[src/rtl/ex_int_sequencer.sv]
// Interrupt entry/return micro-op sequencer beside the decode/execute boundary.
// Optional nesting (2-bit depth, up to three levels) is enabled by defining EX_INT_NESTING_EN.
module ex_int_sequencer #(
  parameter int             W         = 16,
  parameter logic [W-1:0]   VEC_ADDR  = W'(16'h0020),
  parameter int             DRAIN_CYC = 3
) (
  input  logic         clk,
  input  logic         rst,
  input  logic         int_req,
  input  logic         rti_req,
  input  logic [W-1:0] pc_next,
  input  logic [2:0]   flags_in,
  input  logic         pipe_ready,
  input  logic         pop_valid,
  input  logic [W-1:0] pop_data,
  output logic         stall,
  output logic         uop_valid,
  output logic [1:0]   uop_kind,
  output logic [W-1:0] uop_data,
  output logic         flags_restore,
  output logic [2:0]   flags_out,
  output logic         int_ack,
  output logic         in_isr
);

  typedef enum logic [2:0] {
    S_IDLE, S_DRAIN, S_PUSH_PC, S_PUSH_FL, S_VECTOR, S_POP_FL, S_POP_PC, S_RESUME
  } state_t;

  localparam logic [1:0] KIND_PUSH = 2'b00;
  localparam logic [1:0] KIND_POP  = 2'b01;
  localparam logic [1:0] KIND_JUMP = 2'b10;

  state_t         state_r;
  logic [2:0]     cnt_r;
  logic [W-1:0]   pc_lat_r;
  logic [2:0]     fl_lat_r;
  logic           issued_r;   // POP accepted by the pipe, now waiting for its data
  logic           int_en_s;
  logic           handoff_s;

  assign handoff_s = uop_valid && pipe_ready;

`ifdef EX_INT_NESTING_EN
  logic [1:0] depth_r;
  assign int_en_s = (depth_r != 2'd3);
`else
  assign int_en_s = !in_isr;
`endif

  // Sequencer FSM with all outputs registered
  always_ff @(posedge clk or negedge rst) begin
    if (!rst) begin
      state_r       <= S_IDLE;
      cnt_r         <= 3'd0;
      pc_lat_r      <= '0;
      fl_lat_r      <= 3'd0;
      issued_r      <= 1'b0;
      stall         <= 1'b0;
      uop_valid     <= 1'b0;
      uop_kind      <= 2'b00;
      uop_data      <= '0;
      flags_restore <= 1'b0;
      flags_out     <= 3'd0;
      int_ack       <= 1'b0;
      in_isr        <= 1'b0;
`ifdef EX_INT_NESTING_EN
      depth_r       <= 2'd0;
`endif
    end else begin
      int_ack       <= 1'b0;
      flags_restore <= 1'b0;
      case (state_r)
        S_IDLE: begin
          if (rti_req && in_isr) begin
            state_r   <= S_POP_FL;
            stall     <= 1'b1;
            uop_valid <= 1'b1;
            uop_kind  <= KIND_POP;
            uop_data  <= '0;
            issued_r  <= 1'b0;
          end else if (int_req && int_en_s) begin
            state_r  <= S_DRAIN;
            pc_lat_r <= pc_next;
            fl_lat_r <= flags_in;
            int_ack  <= 1'b1;
            cnt_r    <= 3'(DRAIN_CYC);
            stall    <= 1'b1;
          end
        end
        S_DRAIN: begin
          if (cnt_r <= 3'd1) begin
            state_r   <= S_PUSH_PC;
            uop_valid <= 1'b1;
            uop_kind  <= KIND_PUSH;
            uop_data  <= pc_lat_r;
          end else begin
            cnt_r <= cnt_r - 3'd1;
          end
        end
        S_PUSH_PC: begin
          if (handoff_s) begin
            state_r  <= S_PUSH_FL;
            uop_kind <= KIND_PUSH;
            uop_data <= {{(W-3){1'b0}}, fl_lat_r};
          end
        end
        S_PUSH_FL: begin
          if (handoff_s) begin
            state_r  <= S_VECTOR;
            uop_kind <= KIND_JUMP;
            uop_data <= VEC_ADDR;
          end
        end
        S_VECTOR: begin
          if (handoff_s) begin
            state_r   <= S_IDLE;
            uop_valid <= 1'b0;
            stall     <= 1'b0;
            in_isr    <= 1'b1;
`ifdef EX_INT_NESTING_EN
            depth_r   <= depth_r + 2'd1;
`endif
          end
        end
        S_POP_FL: begin
          if (!issued_r) begin
            if (handoff_s) begin
              uop_valid <= 1'b0;
              issued_r  <= 1'b1;
            end
          end else if (pop_valid) begin
            state_r       <= S_POP_PC;
            flags_out     <= pop_data[2:0];
            flags_restore <= 1'b1;
            uop_valid     <= 1'b1;
            uop_kind      <= KIND_POP;
            issued_r      <= 1'b0;
          end
        end
        S_POP_PC: begin
          if (!issued_r) begin
            if (handoff_s) begin
              uop_valid <= 1'b0;
              issued_r  <= 1'b1;
            end
          end else if (pop_valid) begin
            state_r   <= S_RESUME;
            uop_valid <= 1'b1;
            uop_kind  <= KIND_JUMP;
            uop_data  <= pop_data;
            issued_r  <= 1'b0;
          end
        end
        S_RESUME: begin
          if (handoff_s) begin
            state_r   <= S_IDLE;
            uop_valid <= 1'b0;
            stall     <= 1'b0;
`ifdef EX_INT_NESTING_EN
            depth_r   <= depth_r - 2'd1;
            in_isr    <= (depth_r != 2'd1);
`else
            in_isr    <= 1'b0;
`endif
          end
        end
        default: begin
          state_r   <= S_IDLE;
          uop_valid <= 1'b0;
          stall     <= 1'b0;
          issued_r  <= 1'b0;
        end
      endcase
    end
  end

endmodule
[config.mk]
export PLATFORM = sky130hd
export DESIGN_NAME = ex_int_sequencer
export DESIGN_NICKNAME = d
export VERILOG_FILES = /design/src/rtl/ex_int_sequencer.sv
export SDC_FILE = /design/constraint.sdc
export NUM_CORES = 1
export LEC_CHECK = 0
export CAP_MARGIN = 10
export CORE_MARGIN = 5
export CORE_UTILIZATION = 53
export DETAILED_ROUTE_END_ITERATION = 8
export GPL_ROUTABILITY_DRIVEN = 0
export PLACE_DENSITY = 0.92
export SETUP_SLACK_MARGIN = 0.3
export SYNTH_ARGS = -nofsm -noshare
export SYNTH_HDL_FRONTEND = slang
export SYNTH_SLANG_ARGS = --single-unit
[constraint.sdc]
create_clock -name clk -period 6.1 [get_ports clk]
set_input_delay 0.915 -clock clk [delete_from_list [all_inputs] [get_ports clk]]
set_output_delay 0.915 -clock clk [all_outputs]
set_load 0.01 [all_outputs]
-- After elaboration in Yosys (flattened, before gate mapping)
Cells that the tools add are included.
- divide/modulo/power cells: 0
- mux-type cells: 54
- bitwise gates (word level): 1
- eq/ne operators: 23
- reductions and logical operators: 24
- order comparisons: 1
- shift-type cells: 0
- multipliers: 0
- $add $sub $neg: 1
- operators by type and width (operator ; number):
    2-to-1 mux 16 bit ; 6
    one-hot mux 16 bit (5 select lines) ; 1
    2-to-1 mux 3 bit ; 13
    inequality test 2 bit (second input constant) ; 13
    one-hot mux 3 bit (7 select lines) ; 1
    2-to-1 mux 1 bit ; 19
    AND reduction 9 bit ; 2
    2-to-1 mux 2 bit ; 8
    equality test 3 bit (second input constant) ; 4
    one-hot mux 2 bit (6 select lines) ; 1
    AND reduction 3 bit ; 4
    AND reduction 4 bit ; 2
    nonzero test 2 bit ; 4
    AND reduction 7 bit ; 1
    equality test 3 x 2 -> 1 bit (second input constant) ; 2
    inequality test 3 bit (second input constant) ; 2
    one-hot mux 1 bit (2 select lines) ; 3
    one-hot mux 3 bit (2 select lines) ; 1
    nonzero test 6 bit ; 1
    nonzero test 5 bit ; 1
    one-hot mux 1 bit (4 select lines) ; 1
    nonzero test 4 bit ; 1
    OR reduction 2 bit ; 2
    equality test 3 x 1 -> 1 bit (second input constant) ; 1
    other kinds (8) ; 10
- latch bits: 0
- memory bits (writable): 0
- memories: 0
- ROM bits: 0
- logic and storage cells: 117
- bits in registers: 52

-- Logic depth before layout (Yosys ltp)
- word-level depth: 5
- gate-level depth with buffers: 9
- depth with buffers taken out: 6

-- Worst setup path after synthesis
No wires, ideal clock.
- kind: reg2reg
- start point: reg state_r[0]
- end point: reg uop_data[0]
- arrival: 1.944 ns
- path buffers: 2
- setup slack: 4.031 ns
- cell stages (with the launch flop): 9
- cell sequence: dfrtp_1 -> inv_1 -> ha_1 -> clkbuf_1 -> nor2b_1 -> a32oi_4 -> nand3_4 -> buf_6 -> mux2_4
- cells in the longest elaborated chain, start to end: 3
- elaborated cells between the ends (all ways): 14
- classes of those cells: eq/ne: 10; mux: 1; reduce/logical: 3
- ends and longest elaborated chain (item ; line ; RTL):
    start: declaration ; 35 ; state_t state_r;
    start signal: assignment ; 55 ; state_r <= S_IDLE;
    start signal: assignment ; 77 ; state_r <= S_POP_FL;
    start signal: assignment ; 84 ; state_r <= S_DRAIN;
    equality test 3 bit (tied with other cells) ; 74 ; case (state_r)
    nonzero test 5 bit (no line) or inequality test 2 bit (tied branches) ; -- ;
    AND reduction 7 bit (no line) ; -- ;
    end signal: assignment ; 97 ; uop_data <= pc_lat_r;
    end signal: assignment ; 106 ; uop_data <= {{(W-3){1'b0}}, fl_lat_r};
    end signal: assignment ; 152 ; uop_data <= pop_data;
    end: declaration ; 20 ; output logic [W-1:0] uop_data,
Parallel ways exist; a longest one is shown, timed or not.
A chain may end at the register's enable or synchronous reset.

-- Final worst setup path
- start point: reg state_r[1]
- end point: reg state_r[1]
- cells in the longest elaborated chain, start to end: 4
- elaborated cells between the ends (all ways): 20
- classes of those cells: eq/ne: 16; mux: 1; reduce/logical: 3
- ends and longest elaborated chain (item ; line):
    equality test 3 bit ; 74
    OR reduction 2 bit (no line) ; --
    inequality test 2 x 1 -> 1 bit (no line) ; --
    AND reduction 9 bit (no line) ; --
Parallel ways exist; a longest one is shown, timed or not.

==> flow_summary.yaml <==
routing:
  drc: 0
  firstDrtPassIters: 5
  vias: 2076
  routed_wl_um: 6260
  via_per_inst: 5.66
  wl_per_cell_um: 17.1
  drt_first_iter_violations: 133
  ant_nets: 0
worst_setup_path:
  cp_max_fo: 17
  cp-start-kind: "flip-flop"
  crit_type: "flip-flop to flip-flop"
  crit_required_ps: 6300
  arrival_ps: 2630
  crit_path_end_kind: "flip-flop"
logic_synthesis:
  ys_ff_latch: 52
  ys.warnings.count: 0
  avgSynthCellArea_um2: 11.4
  synthFlopType: "dfrtp_1"
  async_flop_share_pct: 100
  synthCells: 237
  synthesis.nets: 285
  synth_area_um2: 2710
  synth_seq_area_share_pct: 48.0
  post_synth_num_cell_types: 48
  synth-edff-count: 0
global_routing:
  globalRouteOverflowTotal: 0
  grt_pass1_vias: 2171
  grt_max_degree: 53
  grt_pass1_wl_um: 10400
  antenna_found_initial: 0
  grt_use_total_pct: 20.4
power_and_ir_drop:
  power_density_nw_per_um2: 166
  power.share.sequential_pct: 59.2
  power.internal_mw: 0.459
  p_sw_share_pct: 21.2
  irDropWorstVdd_mv: 0.0954
  p_sw_mw: 0.123
  leakagePower_nw: 1.54
  p_comb_share_pct: 6.3
  power_frac_clock_pct: 34.6
die:
  rows: 26
  start_util_pct: 53.8
  io_pins: 67
  die_area_um2: 6650
  fp.coreArea_um2: 5040
  dieWidth_um: 81.5
  die_h_um: 81.5
clock_network:
  clock_path_buffers: 2
  cts.clk_slew.worst_paths_ps: 90
  clock-sinks: 52
  cts_inserted_buffers: 5
  root_buffer: "clkbuf_8"
  hold_buffers: 0
  clock_latency_ps: 300
  cts-htree-levels: 2
  cts_tree: "built"
  post_cts_buffers: 0
  ctsResizeCount: 0
sta:
  tns_ps: 0
  hold_violations: 0
  setup_viol: 0
  grt_setup_unrepaired: "no"
  hold_slack_ps: 487
  worst_pin_slew_ps: 924
  max_freq_mhz: 411
  slew_viol_final: 0
  skew_ps: 4.76
  relSlewSlack_pct: 37.2
  period_minus_slack_ps: 2430
  post-route-period-util_pct: 39.9
placed_design:
  hpwl_um: 4430
  port-buffer-count: 66
layout:
  n_antenna_cell: 0
  mostFrequentLayoutCell: "clkdlybuf4s50_1"
  drive_above_1_share_pct: 18.9
  layout_common_cells: "clkdlybuf4s50_1, dfrtp_1, mux2_2"
  nets: 345
  multi_input_area_um2: 1310
  nFillCells: 388
  area_delta_synth_final_pct: 29.2
  seq_area_um2: 1300
run:
  drv_cap: 0
outcome:
  outcome: "completed"
hold_path:
  hold_path_class: "flip-flop to flip-flop"
-- layer usage --
metal  global-route usage [%]  part of all wire (%)
met3                     5.15                   7.0
met4                     5.91                   1.0
met1                     25.9                    42
met5                        0                     0
met2                     34.4                    50
-- stage by stage --
step                utilization [%]  setup slack (ps)  cell area, um2  instances  power [mW]
finish                         69.5              3670            3500        367       0.582
global route                   69.5              3490            3500        367       0.612
CTS                            69.1              3670            3480        366       0.584
detailed placement             67.2              3420            3390        359       0.387
global placement               67.2              3470            3390        359       0.386
floorplan                         -              4030            2710        237       0.353
-- final cells by class --
class	count	area share, %
clock buffers	6	2.36
clock inverters	1	0.250
inverters	7	0.750
multi-input cells	163	37.5
flip-flops and latches	52	37.2
well taps	70	2.50
repair buffers	68	19.5
-- critical path: stages, from the launching register on --
cell	delay, ps
dfrtp_1	460
inv_1	120
ha_1	440
nor2b_1	300
buf_4	270
o21ai_0	170
nand4_1	190
mux2_2	360
-- worst paths after layout --
kind / start / end / slack (ps) / depth (start not counted)
setup / recovery: state_r[1]$_DFFE_PN0P_ / state_r[1]$_DFFE_PN0P_ / 3670 / 7
hold / removal: flags_out[2]$_DFFE_PN0P_ / flags_out[2]$_DFFE_PN0P_ / 490 / 2
setup reg to reg: state_r[1]$_DFFE_PN0P_ / state_r[1]$_DFFE_PN0P_ / 3670 / 7
hold reg to reg: flags_out[2]$_DFFE_PN0P_ / flags_out[2]$_DFFE_PN0P_ / 490 / 2
max in group asynchronous: rst / pc_lat_r[15]$_DFFE_PN0P_ / 4970 / 2
min in group asynchronous: rst / in_isr$_DFFE_PN0P_ / 590 / 1
-- power by group through the flow --
stage / sequential (mW) / combinational (mW) / clock, mW
finish: 0.344 / 0.0366 / 0.201
floorplan: 0.351 / 0.00122 / 0
global placement: 0.351 / 0.0351 / 0
global route: 0.344 / 0.0395 / 0.228
detailed placement: 0.351 / 0.0353 / 0
CTS: 0.344 / 0.0356 / 0.204
-- synth_stat cells (2+ instances only) --
cell | number | share of area [%]
dfrtp_1 | 52 | 48
nand2_1 | 21 | 2.9
a22o_1 | 3 | 0.97
nor2b_1 | 4 | 0.92
nand3b_1 | 2 | 0.55
nor2_1 | 17 | 2.4
clkbuf_1 | 6 | 0.83
buf_2 | 6 | 1.1
o21bai_1 | 2 | 0.55
a22oi_1 | 12 | 3.3
ha_1 | 7 | 3.2
nand4_1 | 3 | 0.69
a211oi_1 | 3 | 0.83
o21ai_0 | 4 | 0.74
nand2b_1 | 4 | 0.92
a21oi_1 | 12 | 2.2
mux2_2 | 28 | 12
buf_1 | 2 | 0.28
a21o_1 | 2 | 0.55
nand3_1 | 2 | 0.37
o221ai_1 | 3 | 0.97
mux2_4 | 10 | 5.5
inv_1 | 6 | 0.83
a32oi_1 | 2 | 0.65
-- state kept, by name, summed over array words and instances (netlist names), 2 cells and up --
register	cells
state_r	3
uop_kind	2
flags_out	3
pc_lat_r	16
fl_lat_r	3
cnt_r	3
uop_data	16
-- kinds of logic after synthesis --
family,share of synthesized area [%]
and+or+nand+nor,11.4
AOI/OAI and AO/OA,15.7
buffers and inverters,3.60
DFF,48.0
muxes,18.0
adders and majority gates,3.23
(Power assumes the default switching activity.)
